### src/rtl/convolution_coprocessor_pkg.sv
// Shared types and constants for the convolution coprocessor loop counter.
package convolution_coprocessor_pkg;
  localparam int DATA_WIDTH_DEF = 6;

  typedef enum logic [1:0] {
    ST_IDLE = 2'd0,
    ST_RUN  = 2'd1,
    ST_DONE = 2'd2
  } state_e;
endpackage

### src/rtl/convolution_coprocessor_index_stage.sv
// One loop index: enabled +1 register with synchronous clear and terminal-count compare.
module convolution_coprocessor_index_stage
  import convolution_coprocessor_pkg::*;
#(
  parameter int DATA_WIDTH = DATA_WIDTH_DEF
) (
  input  logic                  clk,
  input  logic                  rstn,
  input  logic                  clr_i,
  input  logic                  inc_i,
  input  logic [DATA_WIDTH-1:0] max_i,
  output logic [DATA_WIDTH-1:0] idx_o,
  output logic                  tc_o
);
  logic [DATA_WIDTH-1:0] idx_q, idx_d;

  always_comb begin
    idx_d = idx_q;
    if (clr_i)      idx_d = '0;
    else if (inc_i) idx_d = idx_q + DATA_WIDTH'(1);
  end

  always_ff @(posedge clk or negedge rstn) begin
    if (!rstn) idx_q <= '0;
    else       idx_q <= idx_d;
  end

  assign idx_o = idx_q;
  // Equality compare keeps the index from ever stepping past its limit.
  assign tc_o  = (idx_q == max_i);
endmodule

### src/rtl/convolution_coprocessor_loop_counter.sv
// Two-level (i outer, j inner) loop index generator with start/enable/abort control.
module convolution_coprocessor_loop_counter
  import convolution_coprocessor_pkg::*;
#(
  parameter int DATA_WIDTH = DATA_WIDTH_DEF
) (
  input  logic                  clk,
  input  logic                  rstn,
  input  logic                  start_i,
  input  logic                  clr_i,
  input  logic                  en_i,
  input  logic [DATA_WIDTH-1:0] outer_max_i,
  input  logic [DATA_WIDTH-1:0] inner_max_i,
  output logic [DATA_WIDTH-1:0] i_o,
  output logic [DATA_WIDTH-1:0] j_o,
  output logic                  valid_o,
  output logic                  last_inner_o,
  output logic                  last_outer_o,
  output logic                  busy_o,
  output logic                  done_o
);
  state_e                state_q;
  logic [DATA_WIDTH-1:0] outer_max_q, inner_max_q;
  logic                  i_tc, j_tc;
  logic                  start_go, step;
  logic                  i_clr, i_inc, j_clr, j_inc;

  assign start_go = (state_q == ST_IDLE) && start_i && !clr_i;
  assign step     = (state_q == ST_RUN) && en_i && !clr_i;

  // Inner wraps to zero exactly when the outer index advances.
  assign j_inc = step && !j_tc;
  assign j_clr = clr_i || start_go || (step && j_tc && !i_tc);
  assign i_inc = step && j_tc && !i_tc;
  assign i_clr = clr_i || start_go;

  convolution_coprocessor_index_stage #(.DATA_WIDTH(DATA_WIDTH)) u_outer (
    .clk   (clk),
    .rstn  (rstn),
    .clr_i (i_clr),
    .inc_i (i_inc),
    .max_i (outer_max_q),
    .idx_o (i_o),
    .tc_o  (i_tc)
  );

  convolution_coprocessor_index_stage #(.DATA_WIDTH(DATA_WIDTH)) u_inner (
    .clk   (clk),
    .rstn  (rstn),
    .clr_i (j_clr),
    .inc_i (j_inc),
    .max_i (inner_max_q),
    .idx_o (j_o),
    .tc_o  (j_tc)
  );

  always_ff @(posedge clk or negedge rstn) begin
    if (!rstn) begin
      state_q     <= ST_IDLE;
      outer_max_q <= '0;
      inner_max_q <= '0;
    end else if (clr_i) begin
      state_q <= ST_IDLE;
    end else begin
      case (state_q)
        ST_IDLE: if (start_i) begin
          state_q     <= ST_RUN;
          outer_max_q <= outer_max_i;
          inner_max_q <= inner_max_i;
        end
        ST_RUN:  if (en_i && j_tc && i_tc) state_q <= ST_DONE;
        ST_DONE: state_q <= ST_IDLE;
        default: state_q <= ST_IDLE;
      endcase
    end
  end

  assign valid_o      = (state_q == ST_RUN);
  assign busy_o       = (state_q == ST_RUN) || (state_q == ST_DONE);
  assign done_o       = (state_q == ST_DONE);
  assign last_inner_o = valid_o && j_tc;
  assign last_outer_o = last_inner_o && i_tc;
endmodule

### config.mk
export PLATFORM = sky130hd
export DESIGN_NAME = convolution_coprocessor_loop_counter
export DESIGN_NICKNAME = d
export VERILOG_FILES = /design/src/rtl/convolution_coprocessor_pkg.sv /design/src/rtl/convolution_coprocessor_index_stage.sv /design/src/rtl/convolution_coprocessor_loop_counter.sv
export SDC_FILE = /design/constraint.sdc
export NUM_CORES = 1
export LEC_CHECK = 0
export ABC_CLOCK_PERIOD_IN_PS = 3500
export CAP_MARGIN = 10
export CELL_PAD_IN_SITES_DETAIL_PLACEMENT = 0
export CELL_PAD_IN_SITES_GLOBAL_PLACEMENT = 1
export CORE_MARGIN = 3
export CORE_UTILIZATION = 41
export DETAILED_ROUTE_END_ITERATION = 7
export PLACE_DENSITY_LB_ADDON = 0.1
export SLEW_MARGIN = 0
export SYNTH_ARGS = -nofsm -noshare
export SYNTH_HDL_FRONTEND = slang
export SYNTH_SLANG_ARGS = --single-unit
### constraint.sdc
create_clock -name clk -period 3.5 [get_ports clk]
set_input_delay 0.7 -clock clk [delete_from_list [all_inputs] [get_ports clk]]
set_output_delay 0.7 -clock clk [all_outputs]
set_load 0.01 [all_outputs]
==> reports/results.ini <==
[worst_hold_path]
hold_depth = 1
hold_path.class = register to register
hp-start = inner_max_q[0]
min_to = inner_max_q[0]

[flow_run]
drv_cap = 0

[cells_and_area]
drive_above_1_share_pct = 13.7
antenna_cells = 0
layout.nets = 198
layout_common_cells = clkdlybuf4s50_1 (33), dfrtp_1 (26), mux2_2 (12), xnor2_1 (11), o21ai_0 (10)
layout_commonest_cell = clkdlybuf4s50_1
syn_to_final_growth_pct = 29.0
filler_cell_count = 307

[placement]
io_buffers = 33
hpwl_mm = 2.28
place_ws_ns = 0.786
gp_congestion = 0.799

[yosys]
avgSynthCellArea_sq_um = 10.4
netlist_area_sq_um = 1460
synth-seq-cells = 26
syn_inst = 141
seq_area_frac_synth_pct = 44.6
synth_nets = 163
yosys_warnings = 0
ys_types = 39

[global_route]
antenna_found_initial = 0
grt_usage_pct = 15.4
grt_max_degree = 27
grt_pass1_vias = 1131
grt_pass1_wl_mm = 5.12
gr-total-overflow = 0

[route]
routed_wl_mm = 3.07
dr.first_iter.drc_count = 72
wl_per_cell_um = 13.9
drc = 0
dr.pass1.iters = 4
num_vias = 1151
ant_nets = 0
drt-vias-per-instance = 5.21

[timing]
post-route-min-period_ns = 2.97
slew_headroom_pct = 56.6
final.setup.tns_ns = 0
skew_ns = 0.00510
worst_pin_slew_ns = 0.649
timing.final.ws_setup_ns = 0.528
finalMaxSlewViolations = 0
hold_viol_final = 0
setup_violations = 0
timing.final.crit_share_pct = 84.9
rsz0062_at_grt = no
max_freq_mhz = 336

[clocking]
postCtsSetupRepairBufs = 0
insertion_delay_ns = 0.33
clock-sinks = 26
clock-root-buffer = clkbuf_4
cts_resized = 0
htree_levels = 1
cts_buffer_depth = 2
cts-hold-fix-buffers = 0
cts_tree = yes
clkTransAtPathRegs_ns = 0.15
cts_made_buffers = 3

[setup_path]
worst_setup_path_end_kind = output port
r2r_slack_ns = 1.38
r2r_end = u_outer.idx_o[4]
worstPathRequired_ns = 2.80
path_max_fanout = 7
crit_arrival_ns = 2.27
timing.rr.start = state_q[1]
r2r_cells = 6
critPathKind = register to output port
worstSetupStartpointType = register

[outcome]
outcome = complete, no violations

[floorplanning]
core_sq_um = 3390
pin_count = 34
die_w_um = 65.7
dieHeight_um = 65.7
rows = 21
die-area_sq_um = 4310
initial_core_util_pct = 43.1

[power]
peakVddDrop_v = 0.000228
total_power_uw = 714
p_leak_uw = 0.000729
p_per_area_nw_per_um2 = 379

-- synthesized netlist by cell type (all sizes together) --
cell type | instances | area, sq um
or3 | 2 | 12.5
or4 | 3 | 22.5
a31o | 1 | 8.76
or2 | 2 | 12.5
nand3b | 2 | 18.8
nor3 | 7 | 35.0
o22ai | 1 | 6.26
o21ai | 10 | 50.1
a2111oi | 2 | 17.5
mux2 | 12 | 135
and2 | 1 | 6.26
nand2 | 10 | 40.0
nor2 | 8 | 30.0
xnor2 | 12 | 113
dfrtp | 26 | 651
a21o | 1 | 8.76
buf | 4 | 23.8
o31ai | 2 | 15.0
ha | 5 | 62.6
nand4b | 1 | 8.76
a31oi | 1 | 6.26
a21oi | 6 | 30.0
nor2b | 1 | 6.26
a221oi | 1 | 8.76
inv | 4 | 15.0
nand3 | 3 | 15.0
nor3b | 1 | 7.51
mux2i | 1 | 10.0
nand2b | 2 | 12.5
xor2 | 3 | 26.3
nand4 | 5 | 37.5
o21bai | 1 | 7.51
-- routing by layer --
metal  wire length [um]  up-vias  GRT usage (%)
li1                   -      571              -
met1               1410      551           20.1
met2               1500       25           25.5
met3                120        4           3.08
met4                 33        0           4.66
met5                  0        -              0
-- final cells by class --
type / count / area (sq um) / area share (%)
clock buffer: 3 / 22.5 / 1.20
clock inverter: 1 / 30.0 / 1.59
inverter: 4 / 15.0 / 0.797
multi-input combinational: 107 / 771 / 40.9
sequential: 26 / 651 / 34.5
tap: 46 / 57.6 / 3.05
timing repair buffer: 34 / 338 / 17.9
-- power by group --
part / internal [uW] / switching, uW / leakage, uW / total [uW]
clock network: 116 / 95.7 / 0.0000279 / 212
registers: 333 / 23.5 / 0.000336 / 357
logic: 81.2 / 64.9 / 0.000365 / 146
-- sequential cells by signal, indices dropped and copies added (netlist names) --
| signal | count |
|---|---|
| inner_max_q | 6 |
| outer_max_q | 6 |
| state_q | 2 |
| u_inner.idx_o | 6 |
| u_outer.idx_o | 6 |
-- how the worst max path moves through the flow --
stage	from	endpoint	cells after the start
after floorplan	u_inner.idx_o[1]	last_outer_o	4
after global placement	clr_i	u_outer.idx_o[5]	5
after detailed placement	clr_i	u_outer.idx_o[4]	5
after CTS	u_inner.idx_o[1]	last_outer_o	5
after global routing	u_inner.idx_o[3]	last_outer_o	5
final	u_inner.idx_o[1]	last_outer_o	5
-- stage by stage --
step                      utilization, %  hold slack (ns)  instance area (sq um)  instances
after global placement              54.0            0.510                   1830        217
after floorplan                        -            0.404                   1460        141
after detailed placement            54.0            0.515                   1830        217
final                               55.6            0.544                   1880        221
after CTS                           55.6            0.549                   1880        221
after global routing                55.6            0.569                   1880        221
-- worst max-delay path: stages (launching register included) --
cell             delay, ns
dfrtp_1               0.46
xnor2_1               0.19
nand4_2               0.19
or2_2                 0.36
nor3_1                0.18
clkdlybuf4s50_1       0.56
-- logic make-up after synthesis --
group	synth area share [%]
adders and majority gates	4.28
and+or+nand+nor	18.2
buffers and inverters	2.66
xor gates and xnor gates	9.51
muxes	9.94
DFF	44.6
AOI/OAI and AO/OA	10.9
Note: power is estimated with default switching activity, not from simulation.
